==> src/rtl/freq_sweep_pkg.sv <==
`default_nettype none
// ============================================================================
// Module  : freq_sweep_pkg
// Brief   : State encoding and default widths shared by the sweep sequencer.
// Rev     : 1.0  initial release
// ============================================================================
package freq_sweep_pkg;

   localparam int DEF_CODE_W  = 3;
   localparam int DEF_DWELL_W = 8;

   localparam logic [1:0] ST_IDLE = 2'd0;
   localparam logic [1:0] ST_LOAD = 2'd1;
   localparam logic [1:0] ST_RUN  = 2'd2;
   localparam logic [1:0] ST_DONE = 2'd3;

   typedef enum logic [1:0] {
      S_IDLE = ST_IDLE,
      S_LOAD = ST_LOAD,
      S_RUN  = ST_RUN,
      S_DONE = ST_DONE
   } state_t;

endpackage
`default_nettype wire

==> src/rtl/dwell_counter.sv <==
`default_nettype none
// ============================================================================
// Module  : dwell_counter
// Brief   : Tick counter with latched target; hit flags the completing tick.
// Rev     : 1.0  initial release
// ============================================================================
module dwell_counter
   import freq_sweep_pkg::*;
#(
   parameter int DWELL_W = DEF_DWELL_W
)
(
   input  logic               clk,
   input  logic               rst_n,
   input  logic               load,
   input  logic [DWELL_W-1:0] target,
   input  logic               clr,
   input  logic               en,
   output logic               hit
);

   logic [DWELL_W-1:0] target_q, target_d;
   logic [DWELL_W-1:0] count_q, count_d;

   // target-1 wraps for a zero target, giving 2^DWELL_W ticks
   assign hit = en && (count_q == (target_q - DWELL_W'(1)));

   always_comb begin
      target_d = target_q;
      count_d  = count_q;
      if (load) begin
         target_d = target;
      end
      if (clr) begin
         count_d = '0;
      end else if (en) begin
         count_d = count_q + DWELL_W'(1);
      end
   end

   always_ff @(posedge clk or negedge rst_n) begin
      if (!rst_n) begin
         target_q <= '0;
         count_q  <= '0;
      end else begin
         target_q <= target_d;
         count_q  <= count_d;
      end
   end

endmodule
`default_nettype wire

==> src/rtl/freq_sweep_ctrl.sv <==
`default_nettype none
// ============================================================================
// Module  : freq_sweep_ctrl
// Brief   : Steps the divider load code from start to stop, dwelling a set
//           number of terminal-count ticks per code. FREQ_SWEEP_LOOP_EN makes
//           the sweep repeat until abort or reset.
// Rev     : 1.0  initial release
// ============================================================================
module freq_sweep_ctrl
   import freq_sweep_pkg::*;
#(
   parameter int CODE_W  = DEF_CODE_W,
   parameter int DWELL_W = DEF_DWELL_W
)
(
   input  logic               clk,
   input  logic               reset,
   input  logic               start,
   input  logic               abort,
   input  logic [CODE_W-1:0]  start_code,
   input  logic [CODE_W-1:0]  stop_code,
   input  logic [DWELL_W-1:0] dwell,
   input  logic               sel_cfg,
   input  logic               tick,
   output logic               init,
   output logic               select,
   output logic [CODE_W-1:0]  cnt,
   output logic               busy,
   output logic               done,
   output logic [CODE_W:0]    step_idx
);

   state_t            state_q, state_d;
   logic              init_q, init_d;
   logic              select_q, select_d;
   logic              busy_q, busy_d;
   logic              done_q, done_d;
   logic              up_q, up_d;
   logic [CODE_W-1:0] cnt_q, cnt_d;
   logic [CODE_W-1:0] stop_q, stop_d;
   logic [CODE_W:0]   step_idx_q, step_idx_d;
`ifdef FREQ_SWEEP_LOOP_EN
   logic [CODE_W-1:0] first_q, first_d;
`endif

   logic accept;
   logic dwell_hit;

   assign accept = (state_q == S_IDLE) && start && !abort;

   dwell_counter #(.DWELL_W(DWELL_W)) u_dwell (
      .clk    (clk),
      .rst_n  (reset),
      .load   (accept),
      .target (dwell),
      .clr    (state_q == S_LOAD),
      .en     ((state_q == S_RUN) && tick),
      .hit    (dwell_hit)
   );

   always_comb begin
      state_d    = state_q;
      init_d     = 1'b0;
      done_d     = 1'b0;
      busy_d     = busy_q;
      select_d   = select_q;
      up_d       = up_q;
      cnt_d      = cnt_q;
      stop_d     = stop_q;
      step_idx_d = step_idx_q;
`ifdef FREQ_SWEEP_LOOP_EN
      first_d    = first_q;
`endif
      // abort wins over everything, including a coincident dwell completion
      if (abort && (state_q != S_IDLE)) begin
         state_d = S_IDLE;
         busy_d  = 1'b0;
      end else begin
         case (state_q)
            S_IDLE: begin
               if (accept) begin
                  state_d    = S_LOAD;
                  init_d     = 1'b1;
                  busy_d     = 1'b1;
                  select_d   = sel_cfg;
                  up_d       = (stop_code >= start_code);
                  cnt_d      = start_code;
                  stop_d     = stop_code;
                  step_idx_d = '0;
`ifdef FREQ_SWEEP_LOOP_EN
                  first_d    = start_code;
`endif
               end
            end
            S_LOAD: begin
               state_d = S_RUN;
            end
            S_RUN: begin
               if (dwell_hit) begin
                  step_idx_d = step_idx_q + (CODE_W+1)'(1);
                  if (cnt_q == stop_q) begin
`ifdef FREQ_SWEEP_LOOP_EN
                     state_d    = S_LOAD;
                     init_d     = 1'b1;
                     done_d     = 1'b1;
                     cnt_d      = first_q;
                     step_idx_d = '0;
`else
                     state_d    = S_DONE;
                     done_d     = 1'b1;
`endif
                  end else begin
                     state_d = S_LOAD;
                     init_d  = 1'b1;
                     cnt_d   = up_q ? (cnt_q + CODE_W'(1)) : (cnt_q - CODE_W'(1));
                  end
               end
            end
            S_DONE: begin
               state_d = S_IDLE;
               busy_d  = 1'b0;
            end
            default: begin
               state_d = S_IDLE;
               busy_d  = 1'b0;
            end
         endcase
      end
   end

   always_ff @(posedge clk or negedge reset) begin
      if (!reset) begin
         state_q    <= S_IDLE;
         init_q     <= 1'b0;
         select_q   <= 1'b0;
         busy_q     <= 1'b0;
         done_q     <= 1'b0;
         up_q       <= 1'b0;
         cnt_q      <= '0;
         stop_q     <= '0;
         step_idx_q <= '0;
`ifdef FREQ_SWEEP_LOOP_EN
         first_q    <= '0;
`endif
      end else begin
         state_q    <= state_d;
         init_q     <= init_d;
         select_q   <= select_d;
         busy_q     <= busy_d;
         done_q     <= done_d;
         up_q       <= up_d;
         cnt_q      <= cnt_d;
         stop_q     <= stop_d;
         step_idx_q <= step_idx_d;
`ifdef FREQ_SWEEP_LOOP_EN
         first_q    <= first_d;
`endif
      end
   end

   assign init     = init_q;
   assign select   = select_q;
   assign cnt      = cnt_q;
   assign busy     = busy_q;
   assign done     = done_q;
   assign step_idx = step_idx_q;

endmodule
`default_nettype wire

==> config.mk <==
export PLATFORM = sky130hd
export DESIGN_NAME = freq_sweep_ctrl
export DESIGN_NICKNAME = d
export VERILOG_FILES = /design/src/rtl/freq_sweep_pkg.sv /design/src/rtl/dwell_counter.sv /design/src/rtl/freq_sweep_ctrl.sv
export SDC_FILE = /design/constraint.sdc
export NUM_CORES = 1
export LEC_CHECK = 0
export CAP_MARGIN = 10
export CORE_UTILIZATION = 30
export CTS_CLUSTER_SIZE = 10
export DETAILED_ROUTE_END_ITERATION = 8
export PLACE_DENSITY = 0.56
export SYNTH_ARGS = -nofsm -noshare
export SYNTH_HDL_FRONTEND = slang
export SYNTH_SLANG_ARGS = --single-unit
export TNS_END_PERCENT = 50
==> constraint.sdc <==
create_clock -name clk -period 2.48 [get_ports clk]
set_input_delay 0.496 -clock clk [delete_from_list [all_inputs] [get_ports clk]]
set_output_delay 0.496 -clock clk [all_outputs]
set_load 0.03 [all_outputs]
## After elaboration in Yosys (flattened, before gate mapping)

Cells that the tools add are included.

| word-level totals | value |
|---|---|
| register bits after elaboration | 33 |
| bits of input ports | 20 |
| output and inout bits | 11 |
| logic and storage cells | 71 |

| operators by class | value |
|---|---|
| $add $sub $neg | 5 |
| magnitude comparators | 1 |
| equality and inequality tests | 10 |
| multiplexer cells | 27 |
| bitwise logic cells | 1 |
| reduce and logical (&&, ||, !) cells | 16 |

Operators by type and width:

| kind | number |
|---|---|
| 8-bit 2-to-1 mux | 2 |
| 3-bit 2-to-1 mux | 4 |
| 1-bit 2-to-1 mux | 10 |
| 8-bit by 1-bit adder with 8-bit output, second input constant | 1 |
| 8-bit equality test | 1 |
| 2-bit 2-to-1 mux | 4 |
| 4-bit 2-to-1 mux | 2 |
| 2-bit one-hot mux with 4 select lines | 1 |
| 4-bit one-hot mux with 2 select lines | 1 |
| 8-bit by 1-bit subtractor with 8-bit output, second input constant | 1 |
| 2-bit inequality test, second input constant | 3 |
| 3-bit by 2-bit inequality test with 1-bit output, second input constant | 2 |
| 3-bit one-hot mux with 2 select lines | 1 |
| 2-bit nonzero test | 3 |
| 1-bit logical AND | 5 |
| 5-bit AND reduction | 1 |
| 4-bit by 1-bit adder with 4-bit output, second input constant | 1 |
| 2-bit equality test, second input constant | 2 |
| 1-bit one-hot mux with 2 select lines | 2 |
| 2-bit AND reduction | 2 |
| 4-bit AND reduction | 1 |
| 3-bit by 1-bit adder with 3-bit output, second input constant | 1 |
| 3-bit equality test | 1 |
| 3-bit >= comparator | 1 |
| other kinds (7) | 7 |

## Longest topological paths before layout

Gate-level depths: netlist (run 1).

| logic depth | value |
|---|---|
| depth in word-level cells | 6 |
| depth in mapped cells | 11 |
| gate-level depth less buffers | 9 |

## Modules after synthesis

Synthesis (run 1) repeated with hierarchy kept, for this count alone.

| second synthesis, totals | value |
|---|---|
| cell total of the unflattened synthesis | 200 |
| area total of the unflattened synthesis | 2031.9 sq um |

By module, submodules not included:

| module | instances | cells each | area each (sq um) | sequential area each (sq um) |
|---|---|---|---|---|
| freq_sweep_ctrl | 1 | 112 | 1113.6 | 425.4 |
| dwell_counter | 1 | 88 | 918.4 | 400.4 |

## Least setup slack after synthesis (run 1)

No wires, ideal clock.

| path | value |
|---|---|
| path kind | reg2reg |
| start | register u_dwell.target_q[0] |
| end | register cnt_q[1], in the netlist cnt[1] |
| arrival time | 2264 ps |
| required time | 2352 ps |
| setup slack | 88 ps |
| cell stages (with the launch flop) | 10 |
| cells stage by stage | dfrtp_1 > inv_1 > ha_1 > nor2b_1 > or3_1 > a31o_1 > a211oi_2 > o211ai_2 > a21oi_1 > mux2_1 |

| on the way | value |
|---|---|
| longest elaborated chain between the ends | 5 |

Ends and longest elaborated chain:

| what | line | text |
|---|---|---|
| from (decl) | dwell_counter.sv:22 | `logic [DWELL_W-1:0] target_q, target_d;` |
| from (signal assigned) | dwell_counter.sv:46 | `target_q <= target_d;` |
| 8-bit by 1-bit subtractor with 8-bit output | dwell_counter.sv:26 | `assign hit = en && (count_q == (target_q - DWELL_W'(1)));` |
| 8-bit equality test | dwell_counter.sv:26 |  |
| 1-bit logical AND | dwell_counter.sv:26 |  |
| 2-bit inequality test (no line) | n/a |  |
| 5-bit AND reduction (no line) | n/a |  |
| to (signal assigned) | freq_sweep_ctrl.sv:152 | `cnt_q <= cnt_d;` |
| to (decl) | freq_sweep_ctrl.sv:39 | `logic [CODE_W-1:0] cnt_q, cnt_d;` |

No other way between the ends.
A chain may end at the register's enable or synchronous reset.

## Worst setup path in the final report (run 1)

Same ends and word-level chain as after synthesis.

==> impl_metrics.tcl, run 1 <==
set metrics [dict create \
    rows 29 \
    max_slew_margin 0.7133 \
    ios 31 \
    clkSinkCount 33 \
    cp.required_ns 2.64 \
    synthTopCellsByArea "dfrtp_1, ha_1, mux2_2" \
    synth_top_area_share 0.4110 \
    clk_latency_ns 0.28 \
    crit_fanout 5 \
    avgSynthCellArea_sq_um 9.850 \
    num_vias 1530 \
    grt_pass1_wl_um 7238 \
    nNetsFinal 273 \
    cp_slowest_cell "dfrtp_1" \
    post_cts_buffers 0 \
    fmax_ghz 0.4255 \
    end_kind "register" \
    yosysTopAreaCell "dfrtp_1" \
    cts_buffers 5 \
    synthArstFlopShare 1.000 \
    cts_resized 0 \
    hold_slack_ns 0.5006 \
    postLayoutCoreUtil 0.3933 \
    cts_buffer_depth 2 \
    via_per_inst 4.796 \
    antenna_left 0 \
    synth_seq_cells 33 \
    grt_pass1_vias 1522 \
    die_x_um 83.84 \
    setup_viol 0 \
    clkTransAtPathRegs_ns 0.06 \
    finalSetupTns_ns 0 \
    grt_max_degree 34 \
    diodes 0 \
    routabilityCongestion 0.7511 \
    tightest_slew_ns 0.4300 \
    fin_skew_ns 0.008377 \
    cp-start-kind "register" \
    crit_buf_inv 1 \
    syn_to_final_growth_pct 25.72 \
    final.period_utilization 0.9477 \
    hpwl_um 3016 \
    start_util 0.3129 \
    synthFlopType "dfrtp_1" \
    outcome "complete, no violations" \
    grt.total_usage 0.1288 \
    clockRootBuffer "clkbuf_8" \
    period_needed_ns 2.350 \
    rsz0062_at_grt "false" \
    cts_tree "yes" \
    wl_per_cell_um 12.86 \
    yosysSeqAreaShare 0.4110 \
    synth_edf_count 0 \
    layout-drive-gt1-share 0.1322 \
    synth_nets 235 \
    critPathKind "reg2reg" \
    finalHoldViolations 0 \
    overflow 0 \
    hold_buffers 0 \
    m1WireLength_um 2033 \
    dp.cells 312 \
    cp_cell_sequence "inv_1 > ha_1 > nor2b_1 > or3_1 > a31o_1 > a211oi_2 > o211ai_2 > a21oi_1 > mux2_1" \
    synth_cell_types 50 \
    met2_length_um 1868 \
    cellLeakagePower_nw 1.081 \
    antenna_found_initial 0 \
    drt_iter0_markers 86 \
    coreArea_sq_um 6422 \
    routed_wl_um 4103 \
    power.density_nw_per_um2 977.5 \
    fillers 639 \
    syn_area_sq_um 2009 \
    layout.cells.non_filler 319 \
    slew_violations 0 \
    crit_family "compound AO/OA/AOI/OAI gates" \
    first_pass_iters 4 \
    yosys_warnings 0 \
    top_layer_used "met4" \
    cts-htree-levels 2 \
    port_buffers 30 \
    critPathArrivalTime_ns 2.51 \
    routed-wl-met3_um 139 \
    ir_drop_mv 0.4420 \
    die_y_um 83.84 \
    syn_inst 204 \
    drcViolationCount 0 \
    max_stage_delay_ns 0.34 \
    dieArea_sq_um 7029 \
    drv_cap 0 \
    min_path_type "reg2reg" \
]
## layout by cell type (no fill, tap or decap), types with 3 or more instances in the layout
cell             netlist  layout
a21oi_1                6       6
inv_1                 12      12
nor3_1                 4       4
nor2b_1                7       7
buf_4                  1       9
o21ai_0                9       9
mux2_2                11      11
ha_1                  10      10
clkbuf_8               0       6
xnor2_1               13      13
xor2_1                 7       7
dfrtp_1               33      33
nand4_1                4       4
nor2_1                16      16
mux2i_1                3       3
o21ai_1                3       3
nand2b_1               4       4
nand2_1               14      14
and3_1                 4       4
clkdlybuf4s50_1        0      30
nand3_1                3       3
## registers in the layout, indices dropped and copies added, names as in the netlist
signal,count
stop_q,3
init,1
busy,1
done,1
step_idx,4
select,1
u_dwell.target_q,8
state_q,2
u_dwell.count_q,8
up_q,1
cnt,3
## metal layers
layer / vias up / global-route usage
met5: - / 0
met4: 0 / 0.05016
met3: 6 / 0.02770
met2: 29 / 0.2019
met1: 713 / 0.1730
li1: 782 / -
## cell type report
cell class / count / area, sq um / share of cell area
Multi-Input combinational cell: 151 / 1105 / 0.4373
Sequential cell: 33 / 825.8 / 0.3269
Timing Repair Buffer: 39 / 367.9 / 0.1456
Tap cell: 77 / 96.34 / 0.03814
Clock buffer: 7 / 86.33 / 0.03418
Inverter: 12 / 45.04 / 0.01783
## Yosys cell counts, types with 2 or more instances
| master | number |
|---|---|
| dfrtp_1 | 33 |
| nor2_1 | 16 |
| nand2_1 | 14 |
| xnor2_1 | 13 |
| inv_1 | 12 |
| mux2_2 | 11 |
| ha_1 | 10 |
| o21ai_0 | 9 |
| nor2b_1 | 7 |
| xor2_1 | 7 |
| a21oi_1 | 6 |
| clkbuf_1 | 5 |
| and3_1 | 4 |
| nand2b_1 | 4 |
| nand4_1 | 4 |
| nor3_1 | 4 |
| mux2i_1 | 3 |
| nand3_1 | 3 |
| o21ai_1 | 3 |
| a21o_1 | 2 |
| a22o_1 | 2 |
| and2_1 | 2 |
| buf_1 | 2 |
| o31ai_1 | 2 |
## through the flow
step	instance area (sq um)	total power [W]	worst slack (ns)
5_1_grt	2526	0.002673	0.005764
2_1_floorplan	2009	0.001708	0.08820
6_report	2526	0.002469	0.1298
3_5_place_dp	2440	0.002072	0.06321
3_3_place_gp	2440	0.002063	0.1221
4_1_cts	2526	0.002498	0.06498
## logic make-up after synthesis
logic type	count (synthesis)	synth area share
AOI/OAI and AO/OA	38	0.1326
DFF	33	0.4110
buffers and inverters	20	0.03923
and+or+nand+nor	67	0.1756
adders and majority gates	11	0.07223
xor gates and xnor gates	20	0.08717
muxes	15	0.08219
## power breakdown
group,internal (W),switching (W)
registers,0.000705,0.000175
clock network,0.000220,0.000190
logic,0.000587,0.000593
total,0.00151,0.000957
## worst reg2reg max path, cell delays in order, from the launching register on
cell and delay (ns):
dfrtp_1 0.34, inv_1 0.04, ha_1 0.24, nor2b_1 0.14, or3_1 0.34, a31o_1 0.23
a211oi_2 0.23, o211ai_2 0.17, a21oi_1 0.17, mux2_1 0.33
## final timing paths
path,startpoint,endpoint,slack [ns],depth (start not counted)
setup reg to reg,u_dwell.target_q[0],cnt[1],0.13,9
hold reg to reg,stop_q[0],stop_q[0],0.50,2
setup / recovery,u_dwell.target_q[0],cnt[1],0.13,9
hold / removal,stop_q[0],stop_q[0],0.50,2
max in group asynchronous,reset,init,1.56,2
min in group asynchronous,reset,cnt[2],0.62,2
No activity file was read; power rests on OpenSTA's default activity.
==> inputs of run 2 (changes only) <==
- CORE_UTILIZATION: 30 -> 40
- PLACE_DENSITY: 0.56 -> 0.67
- TNS_END_PERCENT: 50 -> 30
- clock period: 2.48 -> 2.52 ns (I/O delays scaled with it)
==> run 2 against run 1 <==
Worst setup slack improved by 0.086 ns. Clock skew fell by 0.0016 ns. Total power fell by 1.6%. Flip-flop and latch count did not move. Critical path depth did not move. Hold slack improved by 0.0045 ns. Largest power group unchanged. Clock power fell by 1%. Non-clock buffer count fell by 1. Sequential share of layout area rose by 0.26 points. Via count rose by 2.1%.
==> impl_metrics.tcl, run 2 (synthesis results as in run 1) <==
set metrics [dict create \
    outcome "complete, no violations" \
    worstSetupStartpoint "u_dwell.target_q[0]" \
    drt_iter0_markers 85 \
    cts-htree-levels 2 \
    nNetsFinal 272 \
    cts_resized 0 \
    dieArea_sq_um 5311 \
    min_path_type "reg2reg" \
    syn_to_final_growth_pct 24.72 \
    routed_wl_um 3919 \
    mostFrequentLayoutCells "dfrtp_1, clkdlybuf4s50_1, nor2_1" \
    cts_buffer_depth 2 \
    cp-start-kind "register" \
    fillers 446 \
    tightest_slew_ns 0.4308 \
    reg2reg_from "u_dwell.target_q[0]" \
    ir_drop_mv 0.4872 \
    hp-start "stop_q[0]" \
    clkTransAtPathRegs_ns 0.07 \
    post_cts_buffers 0 \
    cellLeakagePower_nw 1.077 \
    max_slew_margin 0.7128 \
    critPathArrivalTime_ns 2.47 \
    clkSinkCount 33 \
    intPower_w 0.001487 \
    ios 31 \
    finalSetupTns_ns 0 \
    setup_viol 0 \
    postLayoutCoreUtil 0.5237 \
    max_stage_delay_ns 0.34 \
    first_pass_iters 5 \
    antenna_found_initial 0 \
    setup_ws_ns 0.2157 \
    routabilityCongestion 0.7775 \
    grt_pass1_wl_um 7100 \
    cts_buffers 5 \
    power.switching_w 0.0009433 \
    start_util 0.4199 \
    cts_tree "yes" \
    period_needed_ns 2.304 \
    hold_slack_ns 0.5051 \
    cp.required_ns 2.69 \
    grt_max_degree 34 \
    cp_cell_sequence "inv_1 > ha_1 > nor2b_1 > or3_1 > a31o_1 > a211oi_2 > o211ai_2 > a21oi_1 > mux2_1" \
    grt_pass1_vias 1533 \
    rows 25 \
    p_sw_frac 0.3882 \
    multiInputGateArea_sq_um 1105 \
    drv_cap 0 \
    slew_violations 0 \
    antenna_left 0 \
    power_frac_seq 0.356 \
    num_vias 1562 \
    ff_latch_area_sq_um 825.8 \
    final.period_utilization 0.9144 \
    critPathKind "reg2reg" \
    diodes 0 \
    wl_per_cell_um 12.72 \
    cp_slowest_cell "dfrtp_1" \
    finish.instance_area_sq_um 2506 \
    comb_power_share 0.477 \
    finalHoldViolations 0 \
    via_per_inst 5.071 \
    layout-drive-gt1-share 0.1286 \
    pre_cts_ws_ns 0.1410 \
    hold_buffers 0 \
    die_y_um 72.88 \
    hpwl_um 2888 \
    overflow 0 \
    crit_family "compound AO/OA/AOI/OAI gates" \
    fin_skew_ns 0.006740 \
    fmax_ghz 0.4340 \
    end_kind "register" \
    clockRootBuffer "clkbuf_8" \
    final_common_cell "dfrtp_1" \
    port_buffers 30 \
    dpl_cell_area_sq_um 2420 \
    crit_buf_inv 1 \
    power.density_nw_per_um2 969.7 \
    grt.total_usage 0.1776 \
    p_clk_frac 0.167 \
    rsz0062_at_grt "false" \
    coreArea_sq_um 4786 \
    crit_fanout 5 \
    clk_latency_ns 0.29 \
    drcViolationCount 0 \
    die_x_um 72.88 \
]
run 2: cell count changes in the layout (fill, tap and decap cells not counted):
cell	previous run	this run
buf_4	9	8
run 2: stage by stage:
stage | total power, W | std cells
3_5_place_dp | 0.002038 | 301
3_3_place_gp | 0.002026 | 301
6_report | 0.002430 | 308
2_1_floorplan | 0.001681 | 204
5_1_grt | 0.002635 | 308
4_1_cts | 0.002461 | 308
run 2: power groups by stage:
stage	Sequential, W	Combinational, W	Clock [W]
finish	0.000865	0.00116	0.000406
global route	0.000896	0.00130	0.000439
CTS	0.000866	0.00117	0.000422
detailed placement	0.000875	0.00116	0
global placement	0.000873	0.00115	0
floorplan	0.000925	0.000756	0
run 2: layout make-up:
class | instances | share of cell area
flip-flops and latches | 33 | 0.3295
multi-input cells | 151 | 0.4408
repair buffers | 38 | 0.1438
inverters | 12 | 0.01797
well taps | 67 | 0.03345
clock buffers | 7 | 0.03445
run 2: final timing paths:
check,end,depth (start not counted),slack [ns]
setup / recovery,cnt[1],9,0.22
setup reg to reg,cnt[1],9,0.22
hold reg to reg,stop_q[0],2,0.51
min in group asynchronous,u_dwell.count_q[0],2,0.63
max in group asynchronous,state_q[0],2,1.58
hold / removal,stop_q[0],2,0.51
run 2: worst min-delay path, delay by kind of cell, from the launching register on:
family | cells | cell delay, ns
and+or+nand+nor | 1 | 0.05
AOI/OAI and AO/OA | 1 | 0.06
DFF | 1 | 0.36
run 2: routing by layer:
metal | part of all wire | GRT usage
met2 | 0.45 | 0.2710
met1 | 0.50 | 0.2462
met5 | 0 | 0
met4 | 0.015 | 0.06536
met3 | 0.038 | 0.04144
